[config.mk]
export PLATFORM = sky130hd
export DESIGN_NAME = uart_tx_arbiter
export DESIGN_NICKNAME = d
export VERILOG_FILES = /design/src/rtl/uart_tx_arbiter.sv
export SDC_FILE = /design/constraint.sdc
export NUM_CORES = 1
export LEC_CHECK = 0
export BUFFER_PORTS_ARGS = -buffer_cell sky130_fd_sc_hd__clkbuf_2
export CAP_MARGIN = 10
export CORE_MARGIN = 2
export CORE_UTILIZATION = 32
export DETAILED_ROUTE_END_ITERATION = 10
export MAX_ROUTING_LAYER = met4
export PLACE_DENSITY = 0.62
export REMOVE_ABC_BUFFERS = 1
export SYNTH_ARGS = -nofsm -noshare
export SYNTH_HDL_FRONTEND = slang
export SYNTH_SLANG_ARGS = --single-unit
[constraint.sdc]
create_clock -name clk -period 3.02 [get_ports clk]
set_input_delay 0.302 -clock clk [delete_from_list [all_inputs] [get_ports clk]]
set_output_delay 0.302 -clock clk [all_outputs]
set_load 0.02 [all_outputs]
[src/rtl/uart_tx_arbiter.sv]
// uart_tx_arbiter: message-level round-robin share of one UART byte sink; ports req_valid/req_data/req_last/req_ready in, tx_data/tx_valid/tx_ready out, grant/busy/timeout_pulse status
module uart_tx_arbiter #(
  parameter int NUM_REQ        = 4,
  parameter int DATA_WIDTH     = 8,
  parameter int TIMEOUT_CYCLES = 4096
) (
  input  logic                          clk,
  input  logic                          reset,
  input  logic [NUM_REQ-1:0]            req_valid,
  input  logic [NUM_REQ*DATA_WIDTH-1:0] req_data,
  input  logic [NUM_REQ-1:0]            req_last,
  output logic [NUM_REQ-1:0]            req_ready,
  output logic [DATA_WIDTH-1:0]         tx_data,
  output logic                          tx_valid,
  input  logic                          tx_ready,
  output logic [NUM_REQ-1:0]            grant,
  output logic                          busy,
  output logic                          timeout_pulse
);
  localparam int IW = $clog2(NUM_REQ);
  localparam int CW = $clog2(TIMEOUT_CYCLES) + 1;
  typedef enum logic {IDLE, XFER} state_t;
  state_t             state_q;
  logic [IW-1:0]      ptr_q, g_q, sel_d, ptr_d;
  logic [IW:0]        idx;
  logic [CW-1:0]      cnt_q;
  logic [NUM_REQ-1:0] grant_q;
  logic               timeout_q, g_valid, fire, stall_out;
  always_comb begin
    sel_d = ptr_q;
    idx = '0;
    for (int k = NUM_REQ - 1; k >= 0; k--) begin
      idx = {1'b0, ptr_q} + (IW+1)'(k);
      idx = idx >= (IW+1)'(NUM_REQ) ? idx - (IW+1)'(NUM_REQ) : idx;
      sel_d = req_valid[idx[IW-1:0]] ? idx[IW-1:0] : sel_d;
    end
  end
  assign g_valid       = req_valid[g_q];
  assign fire          = (state_q == XFER) && g_valid && tx_ready;
  assign stall_out     = !g_valid && cnt_q == CW'(TIMEOUT_CYCLES - 1);
  assign ptr_d         = g_q == IW'(NUM_REQ - 1) ? '0 : g_q + IW'(1);
  assign tx_valid      = (state_q == XFER) && g_valid;
  assign tx_data       = req_data[g_q*DATA_WIDTH +: DATA_WIDTH];
  assign req_ready     = grant_q & {NUM_REQ{tx_ready}};
  assign grant         = grant_q;
  assign busy          = state_q == XFER;
  assign timeout_pulse = timeout_q;
  always_ff @(posedge clk) begin
    if (reset) begin
      state_q   <= IDLE;
      grant_q   <= '0;
      g_q       <= '0;
      ptr_q     <= '0;
      cnt_q     <= '0;
      timeout_q <= 1'b0;
    end else begin
      timeout_q <= 1'b0;
      if (state_q == IDLE) begin
        if (|req_valid) begin
          state_q <= XFER;
          grant_q <= NUM_REQ'(1) << sel_d;
          g_q     <= sel_d;
          cnt_q   <= '0;
        end
      end else if ((fire && req_last[g_q]) || stall_out) begin
        state_q   <= IDLE;
        grant_q   <= '0;
        ptr_q     <= ptr_d;
        cnt_q     <= '0;
        timeout_q <= stall_out;
      end else begin
        cnt_q <= fire ? '0 : g_valid ? cnt_q : cnt_q + CW'(1);
      end
    end
  end
endmodule

* Word-level counts from Yosys, hierarchy flattened
Cells that the tools add are included.
** Storage, ports and cells
- Register bits :: 23
- Bits of input ports :: 43
- Output and inout bits :: 19
- Word-level logic and storage cells :: 78
** Cells by class
- Add/sub/neg operators :: 9
- Magnitude comparators :: 9
- Equality and inequality tests :: 4
- Shift operators :: 2
- Muxes and demuxes :: 32
- Bitwise logic cells :: 3
- Reduce and logical (&&, ||, !) cells :: 13
** Operators by type and width (count)
- $mux 13 :: 5
- $shiftx 32x6->8 :: 1
- $mux 2 :: 9
- $lt 2x3->1 const B :: 5
- $add 13x1->13 const B :: 1
- $eq 13x12->1 const B :: 1
- $bmux 1 s2 :: 6
- $mux 4 :: 3
- $ge 3x3->1 const B :: 3
- $mux 1 :: 9
- $reduce_and 2->1 :: 4
- $sub 2x1->2 const B :: 4
- $add 2x2->3 const B :: 2
- $and 4x4->4 :: 1
- $logic_and 1x1->1 :: 4
- $ne 4x2->1 const B :: 1
- $reduce_or 4->1 :: 1
- $shl 1x2->4 const A :: 1
- $add 2x1->3 const B :: 1
- $ge 2x3->1 const B :: 1
- $reduce_or 3->1 :: 1
- $add 2x1->2 const B :: 1
- $eq 2x2->1 const B :: 1
- $ne 2x1->1 const B :: 1
- 4 further kinds :: 5

* Logic depth before layout (Yosys ltp)
- Word-level depth :: 12
- Depth in mapped cells :: 7
- Depth with buffers taken out :: 5

* Worst setup path after synthesis
Ideal clock, no wire load.
- Kind :: register -> register
- Start point :: register g_q[0]
- End point :: register ptr_q[0]
- Library setup time :: 121 ps
- Arrival :: 2086 ps
- Required time :: 2899 ps
- Setup slack :: 814 ps
- Stages on the path, launching flop included :: 5
- Path buffers :: 0
- Period minus slack after synthesis :: 2206 ps
- Cells stage by stage :: dfxtp_1 mux4_2 or4_4 a21boi_4 mux2_2
** Between the ends
- Cells in the longest elaborated chain, start to end :: 7
- Elaborated cells between the ends (all ways) :: 14
- Those cells by class :: add/sub: 1; eq/ne: 1; mux: 5; reduce/logical: 7
** Ends and longest elaborated chain
- from (decl) :: line 24 : logic [IW-1:0] ptr_q, g_q, sel_d, ptr_d;
- from (signal assigned) :: line 62 : g_q <= sel_d;
- $bmux 1 s2 :: line 38 : assign g_valid = req_valid[g_q];
- $mux 1 (implied by the code) :: line 38
- $logic_and 1x1->1 (2 in series) :: line 39 : assign fire = (state_q == XFER) && g_valid && tx_ready;
- $logic_and 1x1->1 :: line 65 : end else if ((fire && req_last[g_q]) || stall_out) begin
- $logic_or 1x1->1 :: line 65
- $reduce_and 2->1 (no line)
- to (signal assigned) :: line 68 : ptr_q <= ptr_d;
- to (decl) :: line 24
Several ways; a longest one is shown, not always the timed one. The select of a mux whose other input is x is not followed.
A chain may end at the register's enable or synchronous reset.

* Worst setup path after layout
- Start point :: register g_q[0]
- End point :: register cnt_q[4]
** Between the ends
- Cells in the longest elaborated chain, start to end :: 8
- Elaborated cells between the ends (all ways) :: 15
- Those cells by class :: eq/ne: 1; mux: 7; reduce/logical: 7
** Ends and longest elaborated chain
- $bmux 1 s2 :: line 38
- $mux 1 (implied by the code) :: line 38
- $logic_and 1x1->1 (2 in series) :: line 39
- $logic_and 1x1->1 :: line 65
- $logic_or 1x1->1 :: line 65
- $ne 4x2->1 (no line) or $mux 13 (tied branches)
- $reduce_and 2->1 (no line) or $mux 13 (tied branches)
- to (signal assigned) :: line 72 : cnt_q <= fire ? '0 : g_valid ? cnt_q : cnt_q + CW'(1);
- to (decl) :: line 26 : logic [CW-1:0] cnt_q;
Several ways; a longest one is shown, not always the timed one. The select of a mux whose other input is x is not followed.

==> impl_metrics.tcl <==
set metrics [dict create \
    effective_utilization_at_floorplan 0.329 \
    die_height_um 73.5 \
    clkSinkCount 23 \
    globalplace.congestion 0.847 \
    hpwl_mm 2.99 \
    timing_hold_violations_final 0 \
    drtPass1Iterations 4 \
    final.min_clock_period_ns 2.33 \
    totalWireLength_mm 3.88 \
    cts_root_buffer_type "clkbuf_8" \
    htree_num_levels 1 \
    via_count_of_the_first_global_routing_pass 1299 \
    setup-tns-final_ns 0 \
    min_setup_slack_post_route_ns 0.686 \
    tightest_slew_ns 0.868 \
    ws_path_type "reg2reg" \
    drt_iter0_markers 88 \
    worstPathCellList "mux4_2, or4_4, a31oi_2, buf_4, a211oi_1" \
    postSynth.asyncResetShare 0 \
    ir_worst_vdd_uv 145 \
    synth.ff_latch_count 23 \
    route.detailed.drc 0 \
    syn_area_mm2 0.00155 \
    fin_nets 261 \
    finalSetupViolCount 0 \
    hold_path_end "cnt_q[10]$_SDFFE_PP0P_" \
    synthesized_area_divided_by_synthesized_cell_count_um2 9.84 \
    timing.critical_path.fanout_max 7 \
    postCtsSetupRepairBufs 0 \
    cpPeakStageDelay_ns 0.58 \
    finalClockSkew_ns 0.00348 \
    regToRegStartpoint "g_q[0]$_SDFFE_PP0P_" \
    synth_enable_flop_cells 0 \
    cts_buffer_depth 2 \
    synth.top_cell.area_share 0.298 \
    final_max_slew_viol_count 0 \
    fmax_mhz 428 \
    hold_buffers 0 \
    n_antenna_cell 0 \
    hold-path-cell-count 2 \
    p_per_area_mw_per_mm2 350 \
    worstPathBufferInverterCount 1 \
    syn_inst 157 \
    run_status "finished, final reports clean" \
    setup.worst_path.start_class "flip-flop" \
    synth-main-ff-cell "dfxtp_1" \
    yosys-top-cells-area "dfxtp_1 30%, mux4_2 15%, a211oi_1 5.3%, o31ai_1 4.9%, or4_1 4.9%" \
    synth_cell_types 45 \
    clk_transition_reported_paths_ns 0.08 \
    chipWidth_um 73.5 \
    detailedPlace.worstSlack_ns 0.620 \
    ff2ff_setup_slack_ns 0.69 \
    power.static_leakage_nw 0.713 \
    share_of_layout_cells_above_drive_strength_1 0.405 \
    worst_path_dominant_cell_family "simple AND/OR/NAND/NOR gates" \
    synth.yosys.seq_area_share 0.298 \
    vias_per_cell 5.60 \
    worst_path_max_delay_cell "or4_4" \
    die-area_mm2 0.00540 \
    grt_antenna_before_repair 0 \
    hold_path.class "reg2reg" \
    worstReg2RegEnd "cnt_q[4]$_SDFFE_PP0P_" \
    timing.critical_path.required_ns 3.15 \
    timing.max_slew.rel_slack 0.406 \
    tritoncts.num_buffers 3 \
    rr_worst_depth 5 \
    coreArea_mm2 0.00469 \
    std_cell_rows 25 \
    rsz_0062_raised_after_global_routing "no" \
    grt.overflow.total 0 \
    tritoncts "yes" \
    wl_per_cell_um 14.4 \
    worst_endpoint_data_arrival_time_ns 2.47 \
    grt_max_degree 28 \
    count_of_instances_resized_after_the_clock_tree_is_built 0 \
    ant_nets 0 \
    grt_first_pass_wirelength_mm 6.10 \
    post-route-period-util 0.773 \
    critical_path.endpoint_type "flip-flop" \
    synth-warning-count 0 \
    yosysTopAreaCell "dfxtp_1" \
    total_global_routing_track_utilization 0.148 \
    clkLatencyLatePin_ns 0.27 \
    port_buffers 61 \
    drv_cap 0 \
    vias 1507 \
    worstHoldStart "cnt_q[10]$_SDFFE_PP0P_" \
    syn_to_final_growth_pct 24.9 \
    top_level_ports 62 \
]
-- cells in the mapped netlist, types with 3 or more instances --
cell type and number:
o22ai_1 4, nor3_1 4, nand2_1 6, mux4_2 10
or4_4 3, nand2b_1 4, o21ai_0 5, nand4_1 3
or4_1 10, and2_1 5, dfxtp_1 23, nand3b_1 4
nor2b_1 3, a211oi_1 11, clkbuf_1 5, nand3_1 3
a21oi_1 3, nor2_1 4, o31ai_1 10, or3_1 4
inv_1 4
-- cell type report --
cell class	instances	area (um2)
sequential	23	460
tap	54	67.6
clock buffer	4	45.0
inverter	4	15.0
timing repair buffer	64	328
fill	479	2760
multi-input combinational	120	1010
-- worst min-delay path: stages (launching register included) --
cell and delay (ns):
dfxtp_1 0.33, o31ai_1 0.07, a211oi_1 0.06
-- stage by stage --
| step | hold WS [ns] | total power (W) | instance area (um2) | instances | util |
|---|---|---|---|---|---|
| 4_1_cts | 0.500 | 0.000680 | 1930 | 269 | 0.411 |
| 3_3_place_gp | 0.480 | 0.000487 | 1880 | 265 | 0.402 |
| 3_5_place_dp | 0.487 | 0.000489 | 1880 | 265 | 0.402 |
| 6_report | 0.499 | 0.000676 | 1930 | 269 | 0.411 |
| 2_1_floorplan | 0.371 | 0.000418 | 1490 | 147 | - |
| 5_1_grt | 0.533 | 0.000708 | 1930 | 269 | 0.411 |
-- cell usage in the layout, fill, tap and decap left out, types with 2 or more instances in the layout --
master,count
a21oi_1,3
nand4_1,3
ha_1,2
nand3b_1,4
or4_1,10
a211oi_1,11
nand3_1,3
nor2b_1,3
inv_1,4
o2111ai_1,2
or3_1,4
o22ai_1,4
a211oi_2,2
o21ai_0,5
buf_4,3
or4_4,3
and2_1,5
nand2b_1,4
nand2_1,6
nor2_1,4
clkbuf_2,61
nor3_1,4
mux4_2,10
dfxtp_1,23
o31ai_1,10
clkbuf_8,3
-- kinds of logic (layout without fill, tap and decap cells) --
family,count (synthesis),after routing,share of synthesized area
and+or+nand+nor,61,61,0.256
AOI/OAI and AO/OA,45,45,0.224
DFF,23,23,0.298
buffers and inverters,14,72,0.0462
muxes,12,12,0.160
adders and majority gates,2,2,0.0162
-- sequential cells by signal (all words and copies together) (netlist names) --
name / cells
grant: 4
timeout_pulse: 1
cnt_q: 13
ptr_q: 2
g_q: 2
busy: 1
-- worst max path at each step --
stage | to | cells after the start | from
2_1_floorplan | cnt_q[0]$_SDFFE_PP0P_ | 4 | g_q[0]$_SDFFE_PP0P_
3_3_place_gp | cnt_q[1]$_SDFFE_PP0P_ | 6 | req_valid[3]
3_5_place_dp | cnt_q[4]$_SDFFE_PP0P_ | 6 | req_valid[0]
4_1_cts | cnt_q[4]$_SDFFE_PP0P_ | 5 | g_q[0]$_SDFFE_PP0P_
5_1_grt | cnt_q[4]$_SDFFE_PP0P_ | 5 | g_q[0]$_SDFFE_PP0P_
6_report | cnt_q[4]$_SDFFE_PP0P_ | 5 | g_q[0]$_SDFFE_PP0P_
-- routing by layer --
layer	share of wire	vias to the layer above	wire length, um	GRT usage
met1	0.48	707	1870	0.218
met3	0.042	5	164	0.0178
met2	0.46	38	1790	0.205
met4	0.015	0	58	0.0545
met5	0	-	0	-
li1	-	757	-	-
-- power breakdown --
group,switching [W],leakage [nW],internal [W]
registers,0.00000843,0.186,0.000311
logic,0.0000870,0.503,0.0000746
clock network,0.000101,0.0228,0.0000943
Power figures use the tool's default switching activity.
